`config.mk`:
```
export PLATFORM = sky130hd
export DESIGN_NAME = fb_port_sched
export DESIGN_NICKNAME = d
export VERILOG_FILES = /design/src/rtl/gpu_vga_pkg.sv /design/src/rtl/line_fetch_cnt.sv /design/src/rtl/fb_port_sched.sv
export SDC_FILE = /design/constraint.sdc
export NUM_CORES = 1
export LEC_CHECK = 0
export BUFFER_PORTS_ARGS = -buffer_cell sky130_fd_sc_hd__buf_2
export CAP_MARGIN = 25
export CORE_ASPECT_RATIO = 0.6
export CORE_MARGIN = 2
export CORE_UTILIZATION = 40
export CTS_CLUSTER_DIAMETER = 120
export DETAILED_ROUTE_END_ITERATION = 16
export PLACE_DENSITY = 0.79
export SETUP_SLACK_MARGIN = 0.5
export SYNTH_ARGS = -nofsm -noshare
export SYNTH_HDL_FRONTEND = slang
export SYNTH_SLANG_ARGS = --single-unit
export TNS_END_PERCENT = 10
```
`constraint.sdc`:
```
create_clock -name clk -period 15.3 [get_ports clk]
set_input_delay 3.825 -clock clk [delete_from_list [all_inputs] [get_ports clk]]
set_output_delay 3.825 -clock clk [all_outputs]
set_load 0.1 [all_outputs]
```
`src/rtl/gpu_vga_pkg.sv`:
```
// gpu_vga_pkg
//   Shared definitions for the GPU / VGA framebuffer blocks.
//   Holds the default display geometry, the widths derived from it and the
//   fetch state type used by the framebuffer port scheduler.
package gpu_vga_pkg;

  // Default visible geometry and pixel width.
  localparam int DEF_DISPLAY_W = 640;
  localparam int DEF_DISPLAY_H = 480;
  localparam int DEF_DATA_W    = 8;

  // Widths derived from the default geometry.
  localparam int DEF_PIX_W  = $clog2(DEF_DISPLAY_W * DEF_DISPLAY_H);
  localparam int DEF_ADDR_W = DEF_PIX_W + 1;
  localparam int DEF_LB_W   = $clog2(DEF_DISPLAY_W) + 1;
  localparam int DEF_Y_W    = $clog2(DEF_DISPLAY_H);

  // Line prefetch sequencer states.
  typedef enum logic [1:0] {
    IDLE  = 2'd0,
    FETCH = 2'd1,
    DRAIN = 2'd2
  } fetch_state_t;

endpackage

```
`src/rtl/line_fetch_cnt.sv`:
```
// line_fetch_cnt
//   Pixel counter for one line prefetch plus the delayed line-buffer strobe.
//   The read for x=0 is issued in the start cycle itself, so the counter
//   only has to hold x=1..DISPLAY_W-1 while the top keeps run asserted.
//   Every issued read produces a line-buffer write one cycle later, which
//   lines up with the 1-cycle RAM read latency.
// Ports
//   clk, rst   system clock, synchronous active-high reset
//   start      first read of a new line is issued this cycle
//   run        top is in FETCH, keep issuing reads from the counter
//   bank       line-buffer bank of the line being started (target LSB)
//   rd_valid   a read is issued this cycle
//   rd_x       pixel index of the read issued this cycle
//   last       the read issued this cycle is the final one of the line
//   lb_we      line-buffer write strobe (previous cycle's read)
//   lb_addr    line-buffer address {bank, x} for lb_we
module line_fetch_cnt #(
  parameter  int DISPLAY_W = 640,
  localparam int X_W       = $clog2(DISPLAY_W),
  localparam int LB_W      = X_W + 1
) (
  input  logic            clk,
  input  logic            rst,
  input  logic            start,
  input  logic            run,
  input  logic            bank,
  output logic            rd_valid,
  output logic [X_W-1:0]  rd_x,
  output logic            last,
  output logic            lb_we,
  output logic [LB_W-1:0] lb_addr
);

  logic [X_W-1:0]  x_q;
  logic            bank_q;
  logic            lb_we_q;
  logic [LB_W-1:0] lb_addr_q;
  logic            rd_bank;

  assign rd_valid = start | run;
  assign rd_x     = start ? '0 : x_q;
  assign rd_bank  = start ? bank : bank_q;
  assign last     = run && (x_q == X_W'(DISPLAY_W - 1));

  // Advance the pixel index on every issued read and remember where the
  // read lands in the line buffer so the strobe follows one cycle later.
  // A reset clears the pending strobe, which aborts an in-flight line.
  always_ff @(posedge clk) begin
    if (rst) begin
      x_q       <= '0;
      bank_q    <= 1'b0;
      lb_we_q   <= 1'b0;
      lb_addr_q <= '0;
    end else begin
      if (rd_valid) begin
        x_q       <= rd_x + 1'b1;
        lb_addr_q <= {rd_bank, rd_x};
      end
      if (start) begin
        bank_q <= bank;
      end
      lb_we_q <= rd_valid;
    end
  end

  assign lb_we   = lb_we_q;
  assign lb_addr = lb_addr_q;

endmodule

```
`src/rtl/fb_port_sched.sv`:
```
// fb_port_sched
//   Arbitrates the single framebuffer RAM port between display line
//   prefetch and GPU pixel writes. A fetch of visible line y+1 (or line 0
//   at frame wrap) streams into a ping-pong line buffer while line y is
//   shown; GPU writes to the back buffer use the cycles the fetch leaves
//   free. Front/back buffer selection swaps only at a frame boundary.
// Ports
//   clk, rst        system clock, synchronous active-high reset
//   h_disp_done_i   pulse: visible part of the current line ended
//   v_display_i     vertical counter is in the visible region
//   v_pos_i         current visible line index
//   frame_done_i    pulse: frame wrapped to line 0
//   wr_req_i/addr/data  GPU write request, pixel index, pixel value
//   wr_gnt_o        GPU write accepted this cycle
//   swap_req_i      request a front/back swap at the next frame boundary
//   swap_done_o     pulse one cycle after the swap was applied
//   front_sel_o     buffer currently displayed
//   mem_*           RAM port (read data arrives one cycle after a read)
//   lb_*            line-buffer write port {bank, x}
//   overrun_o       sticky: a fetch trigger hit a fetch still running
module fb_port_sched
  import gpu_vga_pkg::*;
#(
  parameter  int DISPLAY_W = DEF_DISPLAY_W,
  parameter  int DISPLAY_H = DEF_DISPLAY_H,
  parameter  int DATA_W    = DEF_DATA_W,
  localparam int PIX_W     = $clog2(DISPLAY_W * DISPLAY_H),
  localparam int ADDR_W    = PIX_W + 1,
  localparam int LB_W      = $clog2(DISPLAY_W) + 1,
  localparam int Y_W       = $clog2(DISPLAY_H),
  localparam int X_W       = LB_W - 1
) (
  input  logic              clk,
  input  logic              rst,
  input  logic              h_disp_done_i,
  input  logic              v_display_i,
  input  logic [Y_W-1:0]    v_pos_i,
  input  logic              frame_done_i,
  input  logic              wr_req_i,
  input  logic [PIX_W-1:0]  wr_addr_i,
  input  logic [DATA_W-1:0] wr_data_i,
  output logic              wr_gnt_o,
  input  logic              swap_req_i,
  output logic              swap_done_o,
  output logic              front_sel_o,
  output logic              mem_en_o,
  output logic              mem_we_o,
  output logic [ADDR_W-1:0] mem_addr_o,
  output logic [DATA_W-1:0] mem_wdata_o,
  input  logic [DATA_W-1:0] mem_rdata_i,
  output logic              lb_we_o,
  output logic [LB_W-1:0]   lb_addr_o,
  output logic [DATA_W-1:0] lb_data_o,
  output logic              overrun_o
);

  fetch_state_t   state_q, state_d;
  logic [Y_W-1:0] line_q;
  logic [Y_W-1:0] target;
  logic [Y_W-1:0] rd_line;
  logic           fetch_buf_q;
  logic           front_sel_q;
  logic           swap_pend_q;
  logic           swap_done_q;
  logic           overrun_q;
  logic           line_trig;
  logic           trigger;
  logic           in_fetch;
  logic           start;
  logic           run;
  logic           swap_now;
  logic           front_sel_nxt;
  logic           rd_buf;
  logic           rd_valid;
  logic           last;
  logic [X_W-1:0] rd_x;
  logic [PIX_W-1:0] rd_pix;

  // Fetch triggers. The last visible line has no successor, so its
  // end-of-line pulse is ignored; frame wrap always refetches line 0.
  assign line_trig = h_disp_done_i && v_display_i && (v_pos_i < Y_W'(DISPLAY_H - 1));
  assign trigger   = !rst && (frame_done_i || line_trig);
  assign target    = frame_done_i ? '0 : v_pos_i + 1'b1;
  assign in_fetch  = (state_q == FETCH);
  assign start     = trigger && !in_fetch;
  assign run       = !rst && in_fetch;

  // The swap decided this cycle must already steer the line-0 fetch that
  // the same frame_done_i starts, hence the next-value select.
  assign swap_now      = !rst && frame_done_i && (swap_pend_q || swap_req_i);
  assign front_sel_nxt = front_sel_q ^ swap_now;

  // A running fetch keeps the line and buffer it was started with, even if
  // a swap lands in the middle of it.
  assign rd_line = start ? target : line_q;
  assign rd_buf  = start ? front_sel_nxt : fetch_buf_q;
  assign rd_pix  = PIX_W'(rd_line) * PIX_W'(DISPLAY_W) + PIX_W'(rd_x);

  // Fetch owns the port outright; writes only fit where no read is issued.
  assign wr_gnt_o = !rst && wr_req_i && !trigger && !in_fetch;

  line_fetch_cnt #(
    .DISPLAY_W (DISPLAY_W)
  ) u_cnt (
    .clk      (clk),
    .rst      (rst),
    .start    (start),
    .run      (run),
    .bank     (target[0]),
    .rd_valid (rd_valid),
    .rd_x     (rd_x),
    .last     (last),
    .lb_we    (lb_we_o),
    .lb_addr  (lb_addr_o)
  );

  // RAM port mux: the current fetch read, otherwise a granted GPU write to
  // the back buffer, otherwise the port stays quiet.
  always_comb begin
    mem_en_o    = 1'b0;
    mem_we_o    = 1'b0;
    mem_addr_o  = '0;
    mem_wdata_o = '0;
    if (rd_valid) begin
      mem_en_o   = 1'b1;
      mem_addr_o = {rd_buf, rd_pix};
    end else if (wr_gnt_o) begin
      mem_en_o    = 1'b1;
      mem_we_o    = 1'b1;
      mem_addr_o  = {~front_sel_q, wr_addr_i};
      mem_wdata_o = wr_data_i;
    end
  end

  // Sequencer: the start cycle issues x=0 from IDLE or DRAIN, FETCH covers
  // the remaining reads, DRAIN is the cycle of the final line-buffer write
  // and may already start the next line.
  always_comb begin
    state_d = state_q;
    unique case (state_q)
      IDLE:    if (start) state_d = FETCH;
      FETCH:   if (last) state_d = DRAIN;
      DRAIN:   state_d = start ? FETCH : IDLE;
      default: state_d = IDLE;
    endcase
  end

  // State, fetch context, buffer selection, swap handshake and the sticky
  // overrun flag. Repeated swap requests simply keep the pending bit set.
  always_ff @(posedge clk) begin
    if (rst) begin
      state_q     <= IDLE;
      line_q      <= '0;
      fetch_buf_q <= 1'b0;
      front_sel_q <= 1'b0;
      swap_pend_q <= 1'b0;
      swap_done_q <= 1'b0;
      overrun_q   <= 1'b0;
    end else begin
      state_q <= state_d;
      if (start) begin
        line_q      <= target;
        fetch_buf_q <= front_sel_nxt;
      end
      front_sel_q <= front_sel_nxt;
      swap_done_q <= swap_now;
      swap_pend_q <= swap_now ? 1'b0 : (swap_pend_q | swap_req_i);
      if (trigger && in_fetch) begin
        overrun_q <= 1'b1;
      end
    end
  end

  assign front_sel_o = front_sel_q;
  assign swap_done_o = swap_done_q;
  assign overrun_o   = overrun_q;
  assign lb_data_o   = mem_rdata_i;

endmodule

```
==> results.py <==
metrics = {
    "timing": {
        "skew_ns": 0.00637,
        "finalCritPeriodShare": 0.806,
        "slew_violations": 0,
        "setup_viol": 0,
        "tightest_slew_ns": 0.719,
        "setup_tns_ns": 0,
        "finalHoldViolations": 0,
        "grt_setup_unrepaired": "false",
        "fin_crit_ns": 12.34,
        "max_slew_margin": 0.514,
        "max_freq_ghz": 0.0811,
    },
    "worst_setup_path": {
        "crit_family": "compound AO/OA/AOI/OAI gates",
        "cpPeakStageDelay_ns": 0.64,
        "worst-path-buf-inv": 2,
        "slowest_stage": "a211o_1",
        "arrival_ns": 8.51,
        "crit_chain": "buf_2 > nand4_1 > o311ai_2 > a211o_1 > o21ai_0 > ha_1 > ha_1 > fa_1 > a211o_1 > a211o_1 > a211oi_2 > nand4_1 > xor3_1 > o2bb2ai_2 > buf_2",
        "critPathLaunchType": "input pin",
        "crit_top_cell": "a211o_1",
        "cp.required_ns": 11.48,
        "critPathCaptureType": "primary output",
        "cp.depth": 15,
        "r2r_cells": 7,
        "critPathMaxFanout": 23,
        "critPathKind": "input pin to primary output",
    },
    "detailed_routing": {
        "num_vias": 2582,
        "top_layer": "met4",
        "dr.pass1.iters": 4,
        "route.met3.wl_um": 654,
        "wl_per_cell_um": 15.5,
        "viasPerCell": 5.48,
        "drt_iter0_markers": 165,
        "drtAntennaViolNets": 0,
        "wl_met1_um": 3720,
        "drcViolationCount": 0,
        "totalWireLength_um": 7310,
        "wl_met2_um": 2870,
    },
    "clocking": {
        "post_cts_resized": 0,
        "clock_latency_ns": 0.30,
        "clk_pin_slew_ns": 0.08,
        "cts_setup_buffers": 0,
        "htreeDepth": 2,
        "cts_root_buf": "clkbuf_8",
        "cts_max_path_buffers": 2,
        "cts.sinks": 39,
        "cts_tree": "yes",
        "cts_inserted_buffers": 5,
        "ctsHoldBuffers": 0,
    },
    "logic_synthesis": {
        "ys.flop_type": "dfxtp_1",
        "yosysUniqueCellTypes": 53,
        "ys_warn_count": 0,
        "ys_ff_latch": 39,
        "seq_area_frac_synth": 0.293,
        "synth_edf_count": 0,
        "synth_cells": 311,
        "async_flop_share": 0,
        "syn_nets": 383,
        "avgSynthCellArea_um2": 8.56,
        "syn_area_um2": 2660,
    },
    "floorplan": {
        "core_um2": 6280,
        "initial_core_util": 0.424,
        "pin_count": 105,
        "die_h_um": 67.2,
        "dieWidth_um": 109,
        "die_area_um2": 7350,
        "rows": 22,
    },
    "global_route": {
        "grt_pass1_wl_um": 11400,
        "grt_max_degree": 36,
        "antenna_found_initial": 0,
        "grt_overflow": 0,
        "grt_pass1_vias": 2356,
        "grtUsageTotal": 0.203,
    },
    "worst_hold_path": {
        "hp-class": "register to register",
        "hold_depth": 1,
    },
    "pwr": {
        "ir_drop_v": 0.0000375,
        "p_leak_uw": 0.00164,
        "powerDensity_nw_per_um2": 83.7,
    },
    "placement": {
        "placed_cell_area_um2": 3100,
        "dp_hpwl_um": 5820,
        "portBuffers": 88,
        "place_congestion": 0.829,
    },
    "cells_and_area": {
        "final_layout_size_suffix_gt1_frac": 0.282,
        "area_growth_pct": 20.8,
        "diodes": 0,
        "layout.nets": 458,
        "final_area_um2": 3220,
    },
    "job": {
        "max-cap-violations": 0,
    },
    "run_status": {
        "outcome": "completed",
    },
}
## metal layers
layer | global-route usage | vias to the layer above
li1 | - | 1282
met1 | 0.297 | 1185
met2 | 0.302 | 106
met3 | 0.0425 | 9
met4 | 0.0538 | 0
met5 | 0 | -
## worst paths after layout
| check | start | to | slack (ns) |
|---|---|---|---|
| setup reg to reg | state_q[0] | u_cnt.x_q[4] | 12.66 |
| hold / removal | u_cnt.lb_addr[6] | u_cnt.lb_addr[6] | 0.48 |
| hold reg to reg | u_cnt.lb_addr[6] | u_cnt.lb_addr[6] | 0.48 |
| setup / recovery | v_pos_i[3] | mem_addr_o[17] | 2.96 |
## sequential cells by signal, indices dropped and copies added, names as in the netlist
register       flops
u_cnt.lb_addr     11
u_cnt.x_q         10
line_q             9
state_q            2
fetch_buf_q        1
front_sel_o        1
overrun_o          1
swap_done_o        1
swap_pend_q        1
u_cnt.bank_q       1
u_cnt.lb_we        1
## layout make-up
type | instances | area, um2
clock buffer | 6 | 82.6
clock inverter | 2 | 35.0
fill | 589 | 3060
inverter | 11 | 42.5
multi-input combinational | 240 | 1720
sequential | 39 | 781
tap | 84 | 105
timing repair buffer | 89 | 448
## cell usage in the layout (no fill, tap or decap), types with 3 or more instances in the layout
cell | netlist | final
buf_2 | 1 | 88
dfxtp_1 | 39 | 39
a22o_1 | 27 | 27
nor2_1 | 22 | 22
nand2_1 | 21 | 21
ha_1 | 19 | 19
and3_1 | 15 | 15
a21oi_1 | 14 | 14
xnor2_1 | 13 | 13
nor2b_1 | 11 | 11
nor3_1 | 11 | 11
inv_1 | 10 | 10
nand3_1 | 10 | 10
nand4_1 | 9 | 9
xor2_1 | 9 | 9
o21ai_0 | 9 | 9
and2_1 | 6 | 6
clkbuf_8 | 0 | 6
a211o_1 | 3 | 3
a21o_1 | 3 | 3
or2_2 | 3 | 3
o22ai_1 | 3 | 3
## per-stage QoR
stage	cells	hold slack, ns	total power, uW	setup slack (ns)	utilization
global route	471	0.504	281	2.62	0.512
CTS	471	0.485	270	3.02	0.512
global placement	463	0.454	180	3.17	0.494
finish	471	0.480	269	2.96	0.512
detailed placement	463	0.461	181	3.02	0.494
floorplan	311	0.451	174	2.93	-
## synthesized netlist by cell type (2+ instances only)
cell type / n / share of area
xor2_1: 9 / 0.030
buf_1: 2 / 0.0028
a22o_1: 27 / 0.089
o21ai_0: 9 / 0.017
inv_1: 10 / 0.014
nor2b_1: 11 / 0.026
nor3_1: 11 / 0.021
fa_1: 2 / 0.015
and3_1: 15 / 0.035
a211o_1: 3 / 0.0099
nand2_1: 21 / 0.030
o22ai_1: 3 / 0.0070
dfxtp_1: 39 / 0.29
nand4_1: 9 / 0.021
clkbuf_1: 8 / 0.011
a21o_1: 3 / 0.0085
nor2_1: 22 / 0.031
o31ai_1: 2 / 0.0056
nand3_1: 10 / 0.019
or2_2: 3 / 0.0070
xnor2_1: 13 / 0.043
buf_4: 10 / 0.028
o211ai_1: 2 / 0.0056
and2_1: 6 / 0.014
ha_1: 19 / 0.089
o21a_1: 2 / 0.0056
a21oi_1: 14 / 0.026
## worst register-to-register path, cell delays in order, from the launching register on
cell and delay (ns):
dfxtp_1 0.34, nor2b_1 0.51, a211o_1 0.63, and2_1 0.23, ha_1 0.28, nand4_1 0.14, or2_2 0.30, a21oi_1 0.13
## cells by family (layout without fill, tap and decap cells)
family / Yosys count / in the layout / synth area share
AND/OR/NAND/NOR: 117 / 117 / 0.230
multiplexers: 2 / 2 / 0.00799
buffers and inverters: 32 / 108 / 0.0601
AO/OA/AOI/OAI: 77 / 77 / 0.223
adder cells (fa/ha/maj): 21 / 21 / 0.104
XOR/XNOR: 23 / 23 / 0.0813
flip-flops: 39 / 39 / 0.293
## power by group
| group | internal [uW] | switching [uW] |
|---|---|---|
| sequential | 104 | 2.37 |
| clock | 52.8 | 37.2 |
| combinational | 18.1 | 54.6 |
| total | 175 | 94.2 |
Note: power is estimated with default switching activity, not from simulation.
